`src/rtl/chan_sweep_pkg.sv`:
```
// Shared types and default parameters for the channel SNR sweep controller.
package chan_sweep_pkg;

    localparam int unsigned DEF_OVERCLOCK   = 5;
    localparam int unsigned DEF_SNR_W       = 8;
    localparam int unsigned DEF_CNT_W       = 32;
    localparam int unsigned DEF_SETTLE_SYMS = 64;

    typedef enum logic [2:0] {
        ST_IDLE,
        ST_SETTLE,
        ST_MEASURE,
        ST_REPORT,
        ST_NEXT,
        ST_DONE
    } sweep_state_e;

    // Result record at the default widths
    typedef struct packed {
        logic signed [DEF_SNR_W-1:0] snr;
        logic [DEF_CNT_W-1:0]        errs;
        logic [DEF_CNT_W-1:0]        syms;
    } sweep_res_t;

endpackage

```
`src/rtl/sym_strobe_gen.sv`:
```
// Symbol-rate strobe: phase counter 0..OVERCLOCK-1, strobe registered on the last phase.
// clr_i/en_i qualify the upcoming cycle (first cycle of a run phase / cycle in a run phase).
module sym_strobe_gen
    import chan_sweep_pkg::*;
#(
    parameter int unsigned OVERCLOCK = DEF_OVERCLOCK
) (
    input  logic clk_i,
    input  logic rst_ni,
    input  logic clr_i,
    input  logic en_i,
    output logic strobe_o
);

    localparam int unsigned PH_W = (OVERCLOCK > 1) ? $clog2(OVERCLOCK) : 1;
    localparam logic [PH_W-1:0] PH_LAST = PH_W'(OVERCLOCK - 1);

    logic [PH_W-1:0] phase_q, phase_d;
    logic            strobe_q, strobe_d;

    always_comb begin
        phase_d  = phase_q;
        strobe_d = 1'b0;
        if (clr_i) begin
            phase_d = '0;
        end else if (en_i) begin
            phase_d = (phase_q == PH_LAST) ? '0 : phase_q + PH_W'(1);
        end
        strobe_d = en_i && (phase_d == PH_LAST);
    end

    always_ff @(posedge clk_i or negedge rst_ni) begin
        if (!rst_ni) begin
            phase_q  <= '0;
            strobe_q <= 1'b0;
        end else begin
            phase_q  <= phase_d;
            strobe_q <= strobe_d;
        end
    end

    assign strobe_o = strobe_q;

endmodule

```
`src/rtl/chan_snr_sweep_ctrl.sv`:
```
// Stepped SNR sweep scheduler: settle, measure symbol errors, report one record per point.
// Optional early stop on error count: define CHAN_SWEEP_EARLY_STOP_EN.
module chan_snr_sweep_ctrl
    import chan_sweep_pkg::*;
#(
    parameter int unsigned OVERCLOCK   = DEF_OVERCLOCK,
    parameter int unsigned SNR_W       = DEF_SNR_W,
    parameter int unsigned CNT_W       = DEF_CNT_W,
    parameter int unsigned SETTLE_SYMS = DEF_SETTLE_SYMS
) (
    input  logic                    clk_i,
    input  logic                    reset_ni,
    input  logic                    start_i,
    input  logic signed [SNR_W-1:0] snr_start_i,
    input  logic signed [SNR_W-1:0] snr_stop_i,
    input  logic [SNR_W-1:0]        snr_step_i,
    input  logic [CNT_W-1:0]        syms_per_point_i,
`ifdef CHAN_SWEEP_EARLY_STOP_EN
    input  logic [CNT_W-1:0]        max_errs_i,
`endif
    input  logic                    sym_err_i,
    output logic                    sym_en_o,
    output logic signed [SNR_W-1:0] snr_out_o,
    output logic                    busy_o,
    output logic                    res_valid_o,
    input  logic                    res_ready_i,
    output logic signed [SNR_W-1:0] res_snr_o,
    output logic [CNT_W-1:0]        res_errs_o,
    output logic [CNT_W-1:0]        res_syms_o,
    output logic                    done_o
);

    localparam int unsigned SETTLE_LAST = (SETTLE_SYMS > 0) ? SETTLE_SYMS - 1 : 0;
    localparam sweep_state_e RUN_ST     = (SETTLE_SYMS == 0) ? ST_MEASURE : ST_SETTLE;

    sweep_state_e state_q, state_d;

    logic signed [SNR_W-1:0] snr_q, snr_d, stop_q, stop_d, res_snr_q, res_snr_d;
    logic [SNR_W-1:0]        step_q, step_d;
    logic [CNT_W-1:0]        spp_q, spp_d, settle_cnt_q, settle_cnt_d;
    logic [CNT_W-1:0]        sym_cnt_q, sym_cnt_d, err_cnt_q, err_cnt_d;
    logic [CNT_W-1:0]        res_errs_q, res_errs_d, res_syms_q, res_syms_d;
    logic                    busy_q, busy_d, done_q, done_d, res_valid_q, res_valid_d;
`ifdef CHAN_SWEEP_EARLY_STOP_EN
    logic [CNT_W-1:0]        max_errs_q, max_errs_d;
`endif

    logic                    strobe;
    logic                    strobe_en_c, strobe_clr_c;
    logic                    meas_last_c;
    logic signed [SNR_W:0]   snr_sum_c, stop_ext_c;
    logic [CNT_W-1:0]        sym_cnt_inc_c, err_cnt_inc_c;

    sym_strobe_gen #(
        .OVERCLOCK (OVERCLOCK)
    ) u_strobe (
        .clk_i    (clk_i),
        .rst_ni   (reset_ni),
        .clr_i    (strobe_clr_c),
        .en_i     (strobe_en_c),
        .strobe_o (strobe)
    );

    always_comb begin
        state_d      = state_q;
        snr_d        = snr_q;
        stop_d       = stop_q;
        step_d       = step_q;
        spp_d        = spp_q;
        settle_cnt_d = settle_cnt_q;
        sym_cnt_d    = sym_cnt_q;
        err_cnt_d    = err_cnt_q;
        busy_d       = busy_q;
        done_d       = 1'b0;
        res_valid_d  = res_valid_q;
        res_snr_d    = res_snr_q;
        res_errs_d   = res_errs_q;
        res_syms_d   = res_syms_q;
`ifdef CHAN_SWEEP_EARLY_STOP_EN
        max_errs_d   = max_errs_q;
`endif
        // Widened so the step never wraps past the positive limit
        snr_sum_c     = {snr_q[SNR_W-1], snr_q} + {1'b0, step_q};
        stop_ext_c    = {stop_q[SNR_W-1], stop_q};
        sym_cnt_inc_c = sym_cnt_q + CNT_W'(1);
        err_cnt_inc_c = (sym_err_i && (err_cnt_q != '1)) ? err_cnt_q + CNT_W'(1) : err_cnt_q;
        meas_last_c   = (sym_cnt_inc_c == spp_q);
`ifdef CHAN_SWEEP_EARLY_STOP_EN
        if ((max_errs_q != '0) && (err_cnt_inc_c >= max_errs_q)) begin
            meas_last_c = 1'b1;
        end
`endif

        unique case (state_q)
            ST_IDLE: begin
                if (start_i) begin
                    snr_d        = snr_start_i;
                    stop_d       = snr_stop_i;
                    step_d       = (snr_step_i == '0) ? SNR_W'(1) : snr_step_i;
                    spp_d        = (syms_per_point_i == '0) ? CNT_W'(1) : syms_per_point_i;
`ifdef CHAN_SWEEP_EARLY_STOP_EN
                    max_errs_d   = max_errs_i;
`endif
                    settle_cnt_d = '0;
                    sym_cnt_d    = '0;
                    err_cnt_d    = '0;
                    busy_d       = 1'b1;
                    state_d      = RUN_ST;
                end
            end
            ST_SETTLE: begin
                if (strobe) begin
                    if (settle_cnt_q == CNT_W'(SETTLE_LAST)) begin
                        settle_cnt_d = '0;
                        state_d      = ST_MEASURE;
                    end else begin
                        settle_cnt_d = settle_cnt_q + CNT_W'(1);
                    end
                end
            end
            ST_MEASURE: begin
                if (strobe) begin
                    sym_cnt_d = sym_cnt_inc_c;
                    err_cnt_d = err_cnt_inc_c;
                    if (meas_last_c) begin
                        res_valid_d = 1'b1;
                        res_snr_d   = snr_q;
                        res_errs_d  = err_cnt_inc_c;
                        res_syms_d  = sym_cnt_inc_c;
                        state_d     = ST_REPORT;
                    end
                end
            end
            ST_REPORT: begin
                if (res_ready_i) begin
                    res_valid_d = 1'b0;
                    state_d     = ST_NEXT;
                end
            end
            ST_NEXT: begin
                if (snr_sum_c > stop_ext_c) begin
                    done_d  = 1'b1;
                    state_d = ST_DONE;
                end else begin
                    snr_d        = snr_sum_c[SNR_W-1:0];
                    settle_cnt_d = '0;
                    sym_cnt_d    = '0;
                    err_cnt_d    = '0;
                    state_d      = RUN_ST;
                end
            end
            ST_DONE: begin
                busy_d  = 1'b0;
                state_d = ST_IDLE;
            end
            default: state_d = ST_IDLE;
        endcase

        strobe_en_c  = (state_d == ST_SETTLE) || (state_d == ST_MEASURE);
        strobe_clr_c = strobe_en_c && (state_d != state_q);
    end

    always_ff @(posedge clk_i or negedge reset_ni) begin
        if (!reset_ni) begin
            state_q      <= ST_IDLE;
            snr_q        <= '0;
            stop_q       <= '0;
            step_q       <= '0;
            spp_q        <= '0;
            settle_cnt_q <= '0;
            sym_cnt_q    <= '0;
            err_cnt_q    <= '0;
            busy_q       <= 1'b0;
            done_q       <= 1'b0;
            res_valid_q  <= 1'b0;
            res_snr_q    <= '0;
            res_errs_q   <= '0;
            res_syms_q   <= '0;
`ifdef CHAN_SWEEP_EARLY_STOP_EN
            max_errs_q   <= '0;
`endif
        end else begin
            state_q      <= state_d;
            snr_q        <= snr_d;
            stop_q       <= stop_d;
            step_q       <= step_d;
            spp_q        <= spp_d;
            settle_cnt_q <= settle_cnt_d;
            sym_cnt_q    <= sym_cnt_d;
            err_cnt_q    <= err_cnt_d;
            busy_q       <= busy_d;
            done_q       <= done_d;
            res_valid_q  <= res_valid_d;
            res_snr_q    <= res_snr_d;
            res_errs_q   <= res_errs_d;
            res_syms_q   <= res_syms_d;
`ifdef CHAN_SWEEP_EARLY_STOP_EN
            max_errs_q   <= max_errs_d;
`endif
        end
    end

    assign sym_en_o    = strobe;
    assign snr_out_o   = snr_q;
    assign busy_o      = busy_q;
    assign res_valid_o = res_valid_q;
    assign res_snr_o   = res_snr_q;
    assign res_errs_o  = res_errs_q;
    assign res_syms_o  = res_syms_q;
    assign done_o      = done_q;

endmodule

```
`config.mk`:
```
export PLATFORM = sky130hd
export DESIGN_NAME = chan_snr_sweep_ctrl
export DESIGN_NICKNAME = d
export VERILOG_FILES = /design/src/rtl/chan_sweep_pkg.sv /design/src/rtl/sym_strobe_gen.sv /design/src/rtl/chan_snr_sweep_ctrl.sv
export SDC_FILE = /design/constraint.sdc
export NUM_CORES = 1
export LEC_CHECK = 0
export CAP_MARGIN = 20
export CORE_MARGIN = 2
export CORE_UTILIZATION = 52
export DETAILED_ROUTE_END_ITERATION = 10
export PLACE_DENSITY = 0.77
export SKIP_CTS_REPAIR_TIMING = 1
export SLEW_MARGIN = 20
export SYNTH_ARGS = -nofsm -noshare
export SYNTH_HDL_FRONTEND = slang
export SYNTH_SLANG_ARGS = --single-unit
```
`constraint.sdc`:
```
create_clock -name clk_i -period 4.3 [get_ports clk_i]
set_clock_uncertainty 0.2 [all_clocks]
set_input_delay 0.86 -clock clk_i [delete_from_list [all_inputs] [get_ports clk_i]]
set_output_delay 0.86 -clock clk_i [all_outputs]
set_load 0.1 [all_outputs]
```
; Word level (Yosys, flattened, before mapping)
; Cells that the tools add are included.
[totals]
reg_bits = 234
inputBits = 61
out_inout_bits = 84
word_cells = 94
[op_classes]
addsub = 5
n_lt_le_gt_ge = 1
n_eq_ne = 19
muxes = 34
n_reduce_logical = 19
[ops]
columns = operator, n
row1 = $pmux W32 S3, 3
row2 = $mux W32, 8
row3 = $add A32 B1 Y32 const B, 3
row4 = $eq A32 B32 Y1, 1
row5 = $eq A32 B6 Y1 const B, 1
row6 = $logic_not A32 Y1, 1
row7 = $ne A32 B32 Y1 const B, 1
row8 = $mux W3, 10
row9 = $mux W8, 3
row10 = $pmux W8 S2, 1
row11 = $pmux W3 S5, 1
row12 = $eq A3 B3 Y1 const B, 4
row13 = $reduce_and A4 Y1, 3
row14 = $add A9 B8 Y9, 1
row15 = $eq A3 B2 Y1 const B, 3
row16 = $gt A9 B8 Y1, 1
row17 = $logic_not A8 Y1, 1
row18 = $ne A2 B2 Y1 const B, 4
row19 = $eq A3 B1 Y1 const B, 2
row20 = $mux W1, 6
row21 = $reduce_and A3 Y1, 2
row22 = $reduce_bool A2 Y1, 3
row23 = $reduce_bool A3 Y1, 2
row24 = $ne A2 B1 Y1 const B, 2
row25 = other kinds (7), 11

; Depth between registers and ports, before layout
[logic_depth]
word_depth = 11
ltp_mapped = 20
depth_no_buf = 19

; Hierarchy
; Synthesis repeated with hierarchy kept, for this count alone.
[unflattened]
hier_cells = 1385
area_unflattened_um2 = 12927.4
[by_module_without_submodules]
columns = module, n_inst, cells_each, area_each_um2, seq_area_each_um2
row1 = chan_snr_sweep_ctrl, 1, 1362, 12704.7, 5755.5
row2 = sym_strobe_gen, 1, 23, 222.7, 100.1

; Worst setup path after synthesis
; Ideal clock, no wire load.
[synth_path]
path_kind = reg2reg
from = register snr_q[0], in the netlist snr_out_o[0]
to = register settle_cnt_q[25]
setup_ns = 0.126
t_arrival_ns = 4.832
t_required_ns = 3.974
setup_slack_ns = -0.858
path_stages_with_launch = 19
n_path_buf = 0
synth_period_minus_slack_ns = 5.158
path_cell_list = dfrtp_1 ha_1 fa_1 a21oi_1 nor2_1 nor2_1 o21bai_1 a21oi_1 xnor2_1 ha_1 a21o_1 a211o_1 a2111oi_0 o221ai_1 a31oi_1 nand4_1 nor4_1 xnor2_1 a21oi_1
[synth_between]
elab_chain_len = 4
[synth_lines]
columns = item, line
row1 = "start, declared", chan_snr_sweep_ctrl.sv:38  ; logic signed [SNR_W-1:0] snr_q, snr_d, stop_q, stop_d, res_snr_q, res_snr_d;
row2 = "start signal, assigned", chan_snr_sweep_ctrl.sv:184  ; snr_q <= snr_d;
row3 = $add A9 B8 Y9, chan_snr_sweep_ctrl.sv:83  ; snr_sum_c = {snr_q[SNR_W-1], snr_q} + {1'b0, step_q};
row4 = $gt A9 B8 Y1, chan_snr_sweep_ctrl.sv:141  ; if (snr_sum_c > stop_ext_c) begin
row5 = $ne A2 B2 Y1 (no source line), n/a
row6 = $reduce_and A4 Y1 (no source line), n/a
row7 = "end signal, assigned", chan_snr_sweep_ctrl.sv:188  ; settle_cnt_q <= settle_cnt_d;
row8 = "end, declared", chan_snr_sweep_ctrl.sv:40  ; logic [CNT_W-1:0] spp_q, spp_d, settle_cnt_q, settle_cnt_d;
; Every way passes these cells.
; A chain may end at the register's enable or synchronous reset.

; Final worst setup path
[layout_path]
from = register snr_q[0], in the netlist snr_out_o[0]
to = register settle_cnt_q[17]
; The elaborated chain is that of the path after synthesis.

==> results.py <==
metrics = {
    "sta": {
        "rsz0062_at_grt": "yes",
        "max_freq_ghz": 0.230,
        "relSlewSlack": 0.306,
        "period_minus_slack_ps": 4350,
        "final_hold_viol_count": 0,
        "final_max_slew_viol_count": 0,
        "finalSetupTns_ps": -218,
        "setup_viol": 8,
        "worstMarginPinSlew_ps": 1040,
        "layout_setup_ws_ps": -50.4,
        "min_period_over_period": 1.01,
    },
    "die": {
        "coreArea_sq_um": 25000,
        "rows": 58,
        "chipWidth_um": 163,
        "die_h_um": 163,
        "initial_utilization": 0.526,
        "pin_count": 145,
        "dieArea_sq_um": 26600,
    },
    "global_route": {
        "antenna_found_initial": 1,
        "grt-ovfl-total": 0,
        "grt_usage": 0.266,
        "grt_first_pass_wirelength_um": 56400,
        "grt_start_max_net_pins": 105,
        "grt_pass1_vias": 10783,
    },
    "logic_synthesis": {
        "synth.net_count": 1489,
        "synthArstFlopShare": 1.00,
        "ys.flop_type": "dfrtp_1",
        "synth_largest_area_cell": "dfrtp_1",
        "synth-edff-count": 0,
        "syn_inst": 1405,
        "synth_common_cells": "234 x dfrtp_1, 174 x nand2_1, 129 x o21ai_0, 90 x nor2_1, 88 x a21oi_1",
        "ys_seq_elements": 234,
        "synth-seq-area-share": 0.445,
        "synthDistinctLibCells": 76,
        "synth_most_common_cell": "dfrtp_1",
        "syn_avg_cell_area_sq_um": 9.37,
        "synth.area.top_cells": "dfrtp_1 44%, xnor2_1 5.5%, nand2_1 5.0%",
        "synth_top_cell_area_share": 0.445,
        "syn_area_sq_um": 13200,
        "ys_warn_count": 0,
    },
    "power": {
        "p_per_area_nw_per_um2": 351,
        "p_leak_nw": 6.95,
        "peakVddDrop_mv": 0.398,
    },
    "setup_path": {
        "path_class": "reg2reg",
        "worst-path-stages": 19,
        "r2r_cells": 19,
        "cp_max_fo": 8,
        "crit_path_max_incr_delay_ps": 480,
        "critPathSlowestCell": "dfrtp_4",
        "crit_family": "compound AO/OA/AOI/OAI gates",
        "reg2reg_slack_ps": -50,
        "r2r-end": "settle_cnt_q[17]",
        "cp_num_buf_inv": 1,
        "r2r_start": "snr_out_o[0]",
        "cp.required_ps": 4510,
        "cp_cell_sequence": "ha_4 -> fa_2 -> a21oi_2 -> nor2_1 -> nor2_2 -> o21bai_1 -> a21oi_2 -> xnor2_2 -> ha_1 -> a21o_1 -> a211o_1 -> o211ai_1 -> o221ai_4 -> a31oi_4 -> nand4_1 -> buf_6 -> nor2_1 -> xnor2_1 -> a21oi_1",
        "worst_setup_path_end_kind": "register",
        "cp.arrival_ps": 4560,
        "startpoint_type": "register",
    },
    "cts": {
        "numCtsBuffers": 26,
        "clock-sinks": 234,
        "clk_path_buf_depth": 3,
        "insertion_delay_ps": 540,
        "path_clk_slew_ps": 60,
        "h-tree-depth": 1,
        "cts_tree": "built",
        "clock-root-buffer": "clkbuf_16",
    },
    "placed_design": {
        "finalWeightedCongestion": 0.974,
        "port-buffer-count": 144,
        "hpwl_um": 25100,
    },
    "detailed_routing": {
        "drc": 0,
        "wl_per_cell_um": 18.6,
        "num_vias": 11355,
        "drt_wl_total_um": 35500,
        "drt-pass1-iter-count": 8,
        "routed_via_density": 5.94,
        "first_iter_violations": 916,
        "ant_nets": 0,
    },
    "cells_and_area": {
        "fin_nets": 1646,
        "syn2layout_area_growth_pct": 25.3,
        "drive_above_1_share": 0.149,
        "postLayoutCoreUtil": 0.659,
    },
    "status": {
        "outcome": "finished, violations left",
        "violations": "setup timing",
    },
    "hold_path": {
        "hold_class": "in2async",
    },
    "job": {
        "max_cap_viol_count": 0,
    },
}
## through the flow
stage	power (mW)	setup slack, ps	hold WS (ps)	instances	instance area [sq um]
after floorplan	3.11	-223	274	1405	13300
after global placement	3.41	114	261	1854	15300
after detailed placement	3.44	-50.2	270	1854	15300
after CTS	5.76	-57.7	203	1901	16300
after global routing	6.03	-223	242	1912	16500
final	5.79	-50.4	172	1912	16500
## logic make-up (layout without fill, tap and decap cells)
kind of cell	count (synthesis)	in the layout	share of synthesized area
XOR/XNOR	125	125	0.0895
flip-flops	234	234	0.445
AND/OR/NAND/NOR	504	504	0.198
other	0	1	0
adder cells (fa/ha/maj)	23	23	0.0224
AO/OA/AOI/OAI	320	320	0.144
buffers and inverters	125	301	0.0392
multiplexers	74	74	0.0620
## per-layer routing
metal  global-route usage  routed length, um  vias up
li1                     -                  -     5316
met1                0.366              15300     5566
met2                0.435              17000      385
met3               0.0307               1910       88
met4               0.0973               1270        0
met5                    0                  0        -
## worst max path at each step
stage                            end  slack (ps)          from
floorplan           settle_cnt_q[25]        -220  snr_out_o[0]
global placement    settle_cnt_q[31]         110  snr_out_o[0]
detailed placement  settle_cnt_q[19]         -50  snr_out_o[0]
CTS                 settle_cnt_q[19]         -60  snr_out_o[0]
global route        settle_cnt_q[23]        -220  snr_out_o[0]
finish              settle_cnt_q[17]         -50  snr_out_o[0]
## where the power goes
part | total (mW) | internal [mW] | switching [mW]
clock network | 2.33 | 1.41 | 0.912
registers | 2.46 | 2.32 | 0.144
logic | 0.997 | 0.446 | 0.551
total | 5.79 | 4.18 | 1.61
## flip-flops by register name (all words and copies together), names as in the netlist
name	flops
err_cnt_q	32
res_errs_o	32
res_syms_o	32
settle_cnt_q	32
spp_q	32
sym_cnt_q	32
res_snr_o	8
snr_out_o	8
step_q	8
stop_q	8
state_q	3
u_strobe.phase_q	3
busy_o	1
done_o	1
res_valid_o	1
u_strobe.strobe_o	1
## layout by cell type, fill, tap and decap left out, types with 7 or more instances in the layout
| master | count |
|---|---|
| nor3_1 | 25 |
| clkbuf_16 | 28 |
| nand4_1 | 28 |
| nand2_1 | 174 |
| xor2_1 | 36 |
| clkdlybuf4s50_1 | 143 |
| and4_1 | 12 |
| buf_4 | 60 |
| xnor2_1 | 81 |
| and2_1 | 9 |
| and3_1 | 24 |
| nor2_1 | 83 |
| nand3_1 | 44 |
| mux2_2 | 54 |
| a21o_1 | 7 |
| inv_1 | 37 |
| nor4_1 | 26 |
| a21oi_1 | 83 |
| nor2b_1 | 7 |
| mux2i_1 | 14 |
| a31oi_1 | 26 |
| or3_1 | 7 |
| buf_12 | 9 |
| nand2b_1 | 8 |
| ha_1 | 20 |
| o21ai_0 | 129 |
| clkbuf_8 | 9 |
| dfrtp_1 | 230 |
## cell type report
class / instances / area, sq um
Tap cell: 330 / 413
Multi-Input combinational cell: 1046 / 7030
Antenna cell: 1 / 2.50
Clock inverter: 9 / 100
Sequential cell: 234 / 5870
Fill cell: 1987 / 8540
Inverter: 37 / 139
Clock buffer: 38 / 807
Timing Repair Buffer: 217 / 2140
Power figures use the tool's default switching activity.
